<file path="config.mk">
export PLATFORM = sky130hd
export DESIGN_NAME = uart_rx_param
export DESIGN_NICKNAME = d
export VERILOG_FILES = /design/src/rtl/uart_rx_param.sv
export SDC_FILE = /design/constraint.sdc
export NUM_CORES = 1
export LEC_CHECK = 0
export BUFFER_PORTS_ARGS = -buffer_cell sky130_fd_sc_hd__buf_2
export CAP_MARGIN = 0
export CELL_PAD_IN_SITES_DETAIL_PLACEMENT = 1
export CELL_PAD_IN_SITES_GLOBAL_PLACEMENT = 1
export CORE_UTILIZATION = 48
export CTS_BUF_LIST = sky130_fd_sc_hd__clkbuf_16
export DETAILED_ROUTE_END_ITERATION = 12
export GPL_ROUTABILITY_DRIVEN = 0
export PLACE_DENSITY = 0.87
export SYNTH_ARGS = -nofsm -noshare
export SYNTH_HDL_FRONTEND = slang
export SYNTH_SLANG_ARGS = --single-unit
export TNS_END_PERCENT = 1
</file>
<file path="constraint.sdc">
create_clock -name baudOut -period 2.96 [get_ports baudOut]
set_input_delay 0.444 -clock baudOut [delete_from_list [all_inputs] [get_ports baudOut]]
set_output_delay 0.444 -clock baudOut [all_outputs]
set_load 0.01 [all_outputs]
</file>
<file path="src/rtl/uart_rx_param.sv">
// uart_rx_param: parametrised oversampling UART receiver with input
// synchronisation, false-start rejection, 3-sample majority vote,
// parity/framing/overrun flags and a valid/ack handshake to the consumer.
// Optional feature macro: UART_RX_BREAK_DETECT_EN (line-break detection
// with a BREAK recovery state). Without it a break is delivered as a
// zero word with framingError set, and breakDetected is held 0.
module uart_rx_param #(
  parameter int unsigned DATA_BITS   = 8,
  parameter int unsigned PARITY_MODE = 1,
  parameter int unsigned STOP_BITS   = 1,
  parameter int unsigned OVERSAMPLE  = 16
) (
  input  logic                 baudOut,
  input  logic                 rst,
  input  logic                 serialInput,
  input  logic                 rxAck,
  output logic [DATA_BITS-1:0] dataOut,
  output logic                 parityError,
  output logic                 framingError,
  output logic                 rxValid,
  output logic                 overrun,
  output logic                 breakDetected
);

  localparam int unsigned CNT_W = $clog2(OVERSAMPLE);
  localparam int unsigned IDX_W = $clog2(DATA_BITS + 1);

  localparam logic [CNT_W-1:0] HALF_LAST = CNT_W'(OVERSAMPLE / 2 - 1);
  localparam logic [CNT_W-1:0] FULL_LAST = CNT_W'(OVERSAMPLE - 1);
  localparam logic [IDX_W-1:0] LAST_DATA = IDX_W'(DATA_BITS - 1);
  localparam logic [IDX_W-1:0] LAST_STOP = IDX_W'(STOP_BITS - 1);

  typedef enum logic [2:0] {
    S_IDLE   = 3'd0,
    S_START  = 3'd1,
    S_DATA   = 3'd2,
    S_PARITY = 3'd3,
`ifdef UART_RX_BREAK_DETECT_EN
    S_STOP   = 3'd4,
    S_BREAK  = 3'd5
`else
    S_STOP   = 3'd4
`endif
  } state_t;

  state_t               state, state_d;
  logic [CNT_W-1:0]     cnt, cnt_d;
  logic [IDX_W-1:0]     bit_idx, idx_d;
  logic [DATA_BITS-1:0] shreg, shreg_d;
  logic                 par_acc, par_d;
  logic                 fe_acc, fe_d;
`ifdef UART_RX_BREAK_DETECT_EN
  logic                 zero_run, zero_d;
`endif

  logic                 sync1, sync2;
  logic [2:0]           hist;

  logic [DATA_BITS-1:0] data_d;
  logic                 perr_d, ferr_d, valid_d, ovr_d, brk_d;

  logic                 sample_c, fall_c, stop_fe_c, par_err_c, commit_c;

  // Two-flop synchroniser followed by a 3-deep history for the majority vote
  always_ff @(posedge baudOut) begin
    if (rst) begin
      sync1 <= 1'b1;
      sync2 <= 1'b1;
      hist  <= 3'b111;
    end else begin
      sync1 <= serialInput;
      sync2 <= sync1;
      hist  <= {hist[1:0], sync2};
    end
  end

  // Majority of the history is the bit value; edge detect on the synchronised line
  assign sample_c = (hist[0] & hist[1]) | (hist[0] & hist[2]) | (hist[1] & hist[2]);
  assign fall_c   = hist[0] & ~sync2;

  // Framing status including the stop bit currently being sampled
  assign stop_fe_c = fe_acc | ~sample_c;

  // Parity verdict from the running XOR of data and parity bits
  always_comb begin
    if (PARITY_MODE == 1) begin
      par_err_c = par_acc;
    end else if (PARITY_MODE == 2) begin
      par_err_c = ~par_acc;
    end else begin
      par_err_c = 1'b0;
    end
  end

  // Frame sequencing, commit and consumer handshake
  always_comb begin
    state_d  = state;
    cnt_d    = cnt;
    idx_d    = bit_idx;
    shreg_d  = shreg;
    par_d    = par_acc;
    fe_d     = fe_acc;
`ifdef UART_RX_BREAK_DETECT_EN
    zero_d   = zero_run;
`endif
    data_d   = dataOut;
    perr_d   = parityError;
    ferr_d   = framingError;
    valid_d  = rxValid;
    ovr_d    = overrun;
    brk_d    = 1'b0;
    commit_c = 1'b0;

    case (state)
      S_IDLE: begin
        if (fall_c) begin
          state_d = S_START;
          cnt_d   = '0;
        end
      end

      S_START: begin
        if (cnt == HALF_LAST) begin
          cnt_d = '0;
          if (sample_c) begin
            state_d = S_IDLE;
          end else begin
            state_d = S_DATA;
            idx_d   = '0;
            par_d   = 1'b0;
            fe_d    = 1'b0;
`ifdef UART_RX_BREAK_DETECT_EN
            zero_d  = 1'b1;
`endif
          end
        end else begin
          cnt_d = cnt + CNT_W'(1);
        end
      end

      S_DATA: begin
        if (cnt == FULL_LAST) begin
          cnt_d   = '0;
          shreg_d = {sample_c, shreg[DATA_BITS-1:1]};
          par_d   = par_acc ^ sample_c;
`ifdef UART_RX_BREAK_DETECT_EN
          zero_d  = zero_run & ~sample_c;
`endif
          if (bit_idx == LAST_DATA) begin
            idx_d   = '0;
            state_d = (PARITY_MODE == 0) ? S_STOP : S_PARITY;
          end else begin
            idx_d = bit_idx + IDX_W'(1);
          end
        end else begin
          cnt_d = cnt + CNT_W'(1);
        end
      end

      S_PARITY: begin
        if (cnt == FULL_LAST) begin
          cnt_d   = '0;
          par_d   = par_acc ^ sample_c;
`ifdef UART_RX_BREAK_DETECT_EN
          zero_d  = zero_run & ~sample_c;
`endif
          idx_d   = '0;
          state_d = S_STOP;
        end else begin
          cnt_d = cnt + CNT_W'(1);
        end
      end

      S_STOP: begin
        if (cnt == FULL_LAST) begin
          cnt_d = '0;
          fe_d  = stop_fe_c;
`ifdef UART_RX_BREAK_DETECT_EN
          if ((bit_idx == '0) && zero_run && !sample_c) begin
            brk_d   = 1'b1;
            idx_d   = '0;
            state_d = S_BREAK;
          end else
`endif
          if (bit_idx == LAST_STOP) begin
            commit_c = 1'b1;
            idx_d    = '0;
            state_d  = S_IDLE;
          end else begin
            idx_d = bit_idx + IDX_W'(1);
          end
        end else begin
          cnt_d = cnt + CNT_W'(1);
        end
      end

`ifdef UART_RX_BREAK_DETECT_EN
      // Wait for the line to sit idle for a full bit time before rearming
      S_BREAK: begin
        if (sync2) begin
          if (cnt == FULL_LAST) begin
            cnt_d   = '0;
            state_d = S_IDLE;
          end else begin
            cnt_d = cnt + CNT_W'(1);
          end
        end else begin
          cnt_d = '0;
        end
      end
`endif

      default: begin
        state_d = S_IDLE;
        cnt_d   = '0;
        idx_d   = '0;
      end
    endcase

    if (commit_c) begin
      if (!rxValid || rxAck) begin
        data_d  = shreg;
        perr_d  = par_err_c;
        ferr_d  = stop_fe_c;
        valid_d = 1'b1;
        if (rxValid) begin
          ovr_d = 1'b0;
        end
      end else begin
        ovr_d = 1'b1;
      end
    end else if (rxAck && rxValid) begin
      valid_d = 1'b0;
      ovr_d   = 1'b0;
    end
  end

  // State and output registers
  always_ff @(posedge baudOut) begin
    if (rst) begin
      state         <= S_IDLE;
      cnt           <= '0;
      bit_idx       <= '0;
      shreg         <= '0;
      par_acc       <= 1'b0;
      fe_acc        <= 1'b0;
`ifdef UART_RX_BREAK_DETECT_EN
      zero_run      <= 1'b0;
`endif
      dataOut       <= '0;
      parityError   <= 1'b0;
      framingError  <= 1'b0;
      rxValid       <= 1'b0;
      overrun       <= 1'b0;
      breakDetected <= 1'b0;
    end else begin
      state         <= state_d;
      cnt           <= cnt_d;
      bit_idx       <= idx_d;
      shreg         <= shreg_d;
      par_acc       <= par_d;
      fe_acc        <= fe_d;
`ifdef UART_RX_BREAK_DETECT_EN
      zero_run      <= zero_d;
`endif
      dataOut       <= data_d;
      parityError   <= perr_d;
      framingError  <= ferr_d;
      rxValid       <= valid_d;
      overrun       <= ovr_d;
      breakDetected <= brk_d;
    end
  end

endmodule

</file>
After elaboration in Yosys (flattened, before gate mapping) --
Index checks and enable logic that the tools add are counted. W data, S select, Z words.
Word-level totals: bits in registers 38, input port bits 4, output and inout port bits 13
Cells by class: $add $sub $neg 2, equal/unequal tests 18, multiplexer cells 36, bitwise logic cells 11, reductions and logical operators 18
Operators with widths (count):
- $mux W4 | 10
- $mux W3 | 7
- $pmux W4 S5 | 1
- $ne A2 B2 Y1 const B | 8
- $pmux W3 S5 | 1
- $mux W1 | 13
- $pmux W4 S3 | 1
- $add A4 B1 Y4 const B | 2
- $eq A4 B3 Y1 const B | 2
- $reduce_and A2 Y1 | 4
- $reduce_and A4 Y1 | 2
- $reduce_and A7 Y1 | 1
- $eq A3 B2 Y1 const B | 2
- $reduce_and A6 Y1 | 1
- $reduce_bool A2 Y1 | 3
- $and A1 B1 Y1 | 4
- $eq A4 B4 Y1 const B | 1
- $logic_not A4 Y1 | 1
- $ne A2 B1 Y1 const B | 2
- $pmux W1 S2 | 2
- $eq A3 B1 Y1 const B | 1
- $eq A3 B3 Y1 const B | 1
- $logic_not A3 Y1 | 1
- $ne A3 B3 Y1 const B | 1
- other kinds (9) | 13

Depth between registers and ports, before layout --
Gate-level depths: netlist (run 1).
depth in word-level cells 7, depth in mapped cells 8, depth with buffers taken out 7

Least setup slack after synthesis (run 1) --
Ideal clock, no wire load.
path type flip-flop to flip-flop, start point register bit_idx[0], end point register state[0], arrival time 1792 ps, required time 2881 ps, path slack 1089 ps, stages on the path, launching flop included 8, buffers on the path 0, period minus slack after synthesis 1871 ps, cells stage by stage dfxtp_1 -> inv_1 -> ha_1 -> or3b_4 -> a22oi_4 -> and3_1 -> or3b_1 -> a211oi_2
Between the ends: word-level cells in the longest chain between the ends 3
RTL lines:
- start: declaration | RTL line 48 | logic [IDX_W-1:0] bit_idx, idx_d;
- start signal: assignment | RTL line 259 | bit_idx <= idx_d;
- $eq A4 B3 Y1 or $logic_not A4 Y1 (tied branches) | RTL line 149, 185
- $ne A2 B2 Y1 (no source line)
- $reduce_and A7 Y1 (no source line) *
- end signal: assignment | RTL line 257 | state <= state_d;
- end: declaration | RTL line 46 | state_t state, state_d;
Every way passes the cells marked *; elsewhere a longest branch is shown, timed or not. A chain may end at the register's enable or synchronous reset.

Final worst setup path (run 1) --
start point register cnt[0], end point register bit_idx[3]
Between the ends: word-level cells in the longest chain between the ends 3
RTL lines:
- start: declaration | RTL line 47 | logic [CNT_W-1:0] cnt, cnt_d;
- start signal: assignment | RTL line 258 | cnt <= cnt_d;
- $eq A4 B4 Y1 or $eq A4 B3 Y1 (tied branches)
- $ne A2 B2 Y1 (no source line)
- $reduce_and A6 Y1 (no source line) *
Marked as above.

==> impl_metrics.ini, run 1 <==
[detailed_routing]
drc = 0
viasPerCell = 5.71
ant_nets = 0
wire_per_inst_um = 16.9
drtIter0Drc = 63
firstDrtPassIters = 4
dr_total_vias = 1422
routed_wirelength_um = 4200

[cells_and_area]
area_growth_pct = 10.5
fill_cells = 397
final_common_cell = dfxtp_1
mostFrequentLayoutCells = dfxtp_1 (38), a21oi_1 (22), nor2_1 (18)
final_nets = 209
seqCellArea_um2 = 761
drive_gt1_share_pct = 17.7
multi_input_area_um2 = 905
diodes = 0

[sta]
worst_pin_slew_ps = 695
grt_setup_unrepaired = false
period_share_pct = 79.0
drv_slew = 0
tns_ps = 0
max_freq_mhz = 428
fin_worst_skew_ps = 7.49
finalHoldViolCount = 0
setup_viol = 0
finalWorstPathRequiredPeriod_ps = 2340
maxSlewHeadroom_pct = 53.6
fin_ws_ps = 622

[floorplan]
num_rows = 21
boundaryPins = 17
initial_utilization_pct = 51.4
core_um2 = 3440
die_w_um = 62.7
die-height_um = 62.7
die_area_um2 = 3930

[power_and_ir_drop]
p_sw_uw = 249
share_comb_of_total_power_pct = 5.7
peakVddDrop_mv = 0.397
power.internal_uw = 847
clockPowerShare_pct = 45.6
p_leak_uw = 0.000768
pwr-share-seq_pct = 48.7
power_density_nw_per_um2 = 561
netSwitchingFraction_pct = 22.7

[global_routing]
use_met3_pct = 4.93
antenna_found_initial = 0
grt_max_degree = 40
top_usage_layer = met2
grt_use_total_pct = 23.8
grt_pass1_vias = 1481
globalRouteOverflowTotal = 0
grt_use_met2_pct = 42.4
grt_pass1_wl_um = 7150
met1_usage_pct = 27.4

[critical_path]
critPathLaunchType = flip-flop
path_class = flip-flop to flip-flop
endpoint = bit_idx[3]
timing.rr.end = bit_idx[3]
cp.required_ps = 3160
crit_arrival_ps = 2540
r2r_start = cnt[0]
crit_path_start = cnt[0]
r2r_setup_slack_ps = 620
end_kind = flip-flop
reg2reg_depth = 6
cp_max_fo = 12

[place]
portBuffers = 15
pre_cts_slack_ps = 669
post-dp-hpwl_um = 2750

[clocking]
cts_sinks = 38
path_clk_slew_ps = 50
cts_tree = built
tritoncts.num_buffers = 5
ctsHoldBuffers = 0
clockBufferDepth = 2
clkLatencyLatePin_ps = 280
htree_num_levels = 2
post-cts-setup-buffers = 0
root_buffer = clkbuf_16
cts_resized = 0

[synthesis]
netlist_instances = 191
synth_nets = 198
yosys_warnings = 0
synth-seq-area-share_pct = 43.0
synth_top_area_share_pct = 43.0
synth_cell_types = 49
synth_edf_count = 0
synth.avg_cell_area_um2 = 9.26
async_reset_ff_share_pct = 0
synth-seq-cells = 38
yosys-top-cells-area = dfxtp_1 (43%), a21oi_1 (6.2%), mux2i_1 (5.7%)
syn_area_um2 = 1770
synth_top_area_cell = dfxtp_1
synth_ff_type = dfxtp_1

[flow_run]
drv_cap = 0

[outcome]
outcome = completed

[min_path]
hp-class = input pin to flip-flop
registers in the layout, summed over array words and instances (netlist names):
register and flops:
bit_idx 4, cnt 4, dataOut 8, fe_acc 1, framingError 1, hist 3, overrun 1, par_acc 1
parityError 1, rxValid 1, shreg 8, state 3, sync1 1, sync2 1
cell type report:
type                            count  area share (%)
Clock buffer                        5            6.41
Sequential cell                    38            38.9
Multi-Input combinational cell    137            46.3
Inverter                            5           0.961
Timing Repair Buffer               15            3.84
Clock inverter                      3           0.577
Tap cell                           46            2.95
stage by stage:
step	hold slack [ps]	utilization [%]	power, µW	cells	cell area, µm²
after floorplan	389	-	596	191	1770
after global routing	348	56.7	1130	249	1950
after CTS	348	56.7	1100	249	1950
after global placement	397	52.8	602	241	1820
after detailed placement	396	52.8	606	241	1820
final	348	56.7	1100	249	1950
worst min path at each step:
stage,from,endpoint,cells past startpoint
5_1_grt,serialInput,sync1,2
6_report,serialInput,sync1,2
3_3_place_gp,sync1,sync2,1
4_1_cts,serialInput,sync1,2
3_5_place_dp,sync1,sync2,1
2_1_floorplan,sync1,sync2,1
cells in the mapped netlist (2+ instances only):
master / count
a211oi_1: 3
o21ai_0: 6
nor3b_1: 2
xnor2_1: 2
or2_2: 5
ha_1: 3
mux2i_1: 10
nand2_1: 15
nor3b_4: 2
clkbuf_1: 4
nor4_1: 2
and3_1: 3
or4b_1: 2
buf_6: 3
nand3_1: 12
inv_1: 5
dfxtp_1: 38
nor2b_1: 4
nand3b_1: 2
a21oi_1: 22
nor2_1: 18
worst max-delay path, stage by stage, from the launching register on:
cell and delay (ps):
dfxtp_1 390, ha_1 240, and3_1 460, o21bai_2 260, o311ai_2 230, or4_1 530
a21oi_1 160
power by group through the flow:
stage	Sequential (µW)	Clock, µW	Combinational [µW]
after floorplan	536	0	60.5
after global placement	543	0	58.9
after detailed placement	544	0	61.7
after CTS	533	507	62.8
after global routing	535	526	69.3
final	534	500	62.7
cell families after synthesis:
kind of cell / after synthesis / share of synthesized area, %
AO/OA/AOI/OAI: 41 / 15.6
buffers and inverters: 16 / 5.80
AND/OR/NAND/NOR: 78 / 25.3
flip-flops: 38 / 43.0
XOR/XNOR: 2 / 0.991
multiplexers: 11 / 6.30
other: 1 / 0.212
adder cells (fa/ha/maj): 4 / 2.69
metal layers:
metal  vias to the layer above  routed length [µm]
met1                       696                1840
li1                        694                   -
met2                        24                2180
met5                         -                   0
met4                         0                  72
met3                         8                 114
Power figures use the tool's default switching activity.
==> run 2, diff against run 1 <==
--- a/config.mk
+++ b/config.mk
@@ -9,11 +9,11 @@
 export CAP_MARGIN = 0
 export CELL_PAD_IN_SITES_DETAIL_PLACEMENT = 1
 export CELL_PAD_IN_SITES_GLOBAL_PLACEMENT = 1
-export CORE_UTILIZATION = 48
+export CORE_UTILIZATION = 40
 export CTS_BUF_LIST = sky130_fd_sc_hd__clkbuf_16
 export DETAILED_ROUTE_END_ITERATION = 12
 export GPL_ROUTABILITY_DRIVEN = 0
-export PLACE_DENSITY = 0.87
+export PLACE_DENSITY = 0.78
 export SYNTH_ARGS = -nofsm -noshare
 export SYNTH_HDL_FRONTEND = slang
 export SYNTH_SLANG_ARGS = --single-unit
==> constraint.sdc (replaced) <==
create_clock -name baudOut -period 1.9 [get_ports baudOut]
set_input_delay 0.285 -clock baudOut [delete_from_list [all_inputs] [get_ports baudOut]]
set_output_delay 0.285 -clock baudOut [all_outputs]
set_load 0.01 [all_outputs]
==> impl_metrics.ini, run 2 (synthesis results as in run 1) <==
[outcome]
outcome = finished with violations
violations = setup timing

[global_routing]
globalRouteOverflowTotal = 0
met1_usage_pct = 23.9
grt_pass1_vias = 1520
grt_use_total_pct = 21.2
grt_pass1_wl_um = 7090
grt_use_met2_pct = 37.0
antenna_found_initial = 0
grt_max_degree = 40
use_met3_pct = 5.00
top_usage_layer = met2

[cells_and_area]
final_nets = 230
area_growth_pct = 23.8
largest_registers = dataOut: 8 flops, shreg: 8 flops
mostFrequentLayoutCells = dfxtp_1 (33), a21oi_1 (22), buf_4 (20)
final_common_cell = dfxtp_1
fin_cells = 274
diodes = 0
drive_gt1_share_pct = 30.8

[place]
pre_cts_slack_ps = -50.6
post-dp-hpwl_um = 2970
dpl.cell_count = 262
portBuffers = 15

[critical_path]
r2r_setup_slack_ps = -50
path_class = flip-flop to flip-flop
cp.required_ps = 2100
cp_max_fo = 2
worst_path_largest_cell_delay_ps = 380
cp_slowest_cell = or3b_4
path_delay_family = simple AND/OR/NAND/NOR gates
crit_arrival_ps = 2150
critPathLaunchType = flip-flop
end_kind = flip-flop
crit_chain = inv_2, ha_4, or3b_4, a22oi_4, and3_4, or3b_1, a211oi_2
critPathBufInv = 1

[power_and_ir_drop]
clockPowerShare_pct = 45.4
power.internal_uw = 1350
pwr-share-seq_pct = 46.9
p_sw_uw = 418
netSwitchingFraction_pct = 23.6
share_comb_of_total_power_pct = 7.6
peakVddDrop_mv = 0.536
p_leak_uw = 0.000885
power_density_nw_per_um2 = 810

[clocking]
cts_sinks = 38
htree_num_levels = 2
clockBufferDepth = 2
path_clk_slew_ps = 60
ctsHoldBuffers = 0
tritoncts.num_buffers = 5
clkLatencyLatePin_ps = 290
root_buffer = clkbuf_16
cts_tree = built

[detailed_routing]
drtIter0Drc = 54
drc = 0
ant_nets = 0
dr_total_vias = 1505
routed_wirelength_um = 4460
wire_per_inst_um = 16.3
viasPerCell = 5.49
firstDrtPassIters = 4

[floorplan]
num_rows = 23
die-height_um = 68.5
core_um2 = 4120
die_area_um2 = 4690
boundaryPins = 17
die_w_um = 68.5
initial_utilization_pct = 43.0

[sta]
maxSlewHeadroom_pct = 53.8
worst_pin_slew_ps = 693
setup_viol = 2
max_freq_mhz = 513
fin_ws_ps = -50.2
finalHoldViolCount = 0
finalWorstPathRequiredPeriod_ps = 1950
grt_setup_unrepaired = true
fin_worst_skew_ps = 6.46
period_share_pct = 103
drv_slew = 0

[min_path]
hp-class = input pin to flip-flop

[flow_run]
drv_cap = 0
-- run 2: cell count changes in the layout (fill, tap and decap cells not counted), moves of 2 or more --
cell      previous run  this run
ha_4                 0         2
ha_1                 3         1
clkinv_1             3         1
inv_2                0         2
buf_4                0        20
dfxtp_1             38        33
inv_1                5         3
dfxtp_2              0         5
-- run 2: what timing repair did --
action                                  CTS  global route
setup buffers                             0             4
pin swaps                                 1             4
endpoints found under the setup margin    4             5
cloned                                    0             0
resized for setup                         5             9
-- run 2: layout make-up --
type	instances	area, µm²
Clock buffer	5	125
Clock inverter	3	16.3
Fill cell	500	1930
Inverter	5	18.8
Multi-Input combinational cell	137	953
Sequential cell	38	767
Tap cell	50	62.6
Timing Repair Buffer	36	245
-- run 2: final timing paths --
check,to,cells past startpoint,from
setup reg to reg,state[0],7,bit_idx[1]
setup / recovery,state[0],7,bit_idx[1]
hold / removal,sync1,2,serialInput
hold reg to reg,sync2,1,sync1
-- run 2: per-layer routing --
layer | vias to the layer above | part of all wire [%]
met5 | - | 0
met4 | 0 | 2.7
met3 | 13 | 2.5
met2 | 23 | 53
met1 | 735 | 41
li1 | 734 | -
-- run 2: power groups by stage --
stage | sequential [µW] | combinational [µW] | clock (µW)
3_5_place_dp | 845 | 117 | 0
3_3_place_gp | 843 | 109 | 0
6_report | 832 | 135 | 805
5_1_grt | 834 | 148 | 840
2_1_floorplan | 835 | 94.3 | 0
4_1_cts | 831 | 126 | 820
-- run 2: per-stage QoR --
step           hold slack, ps  setup TNS, ps  area, µm²  total power, µW  util, %
6_report                  187          -60.5       2190             1770     53.2
5_1_grt                   183           -329       2190             1820     53.2
4_1_cts                   186          -37.5       2140             1780     51.9
3_5_place_dp              400           -128       1960              962     47.7
3_3_place_gp              398              0       1960              952     47.7
2_1_floorplan             385              0       1770              929        -
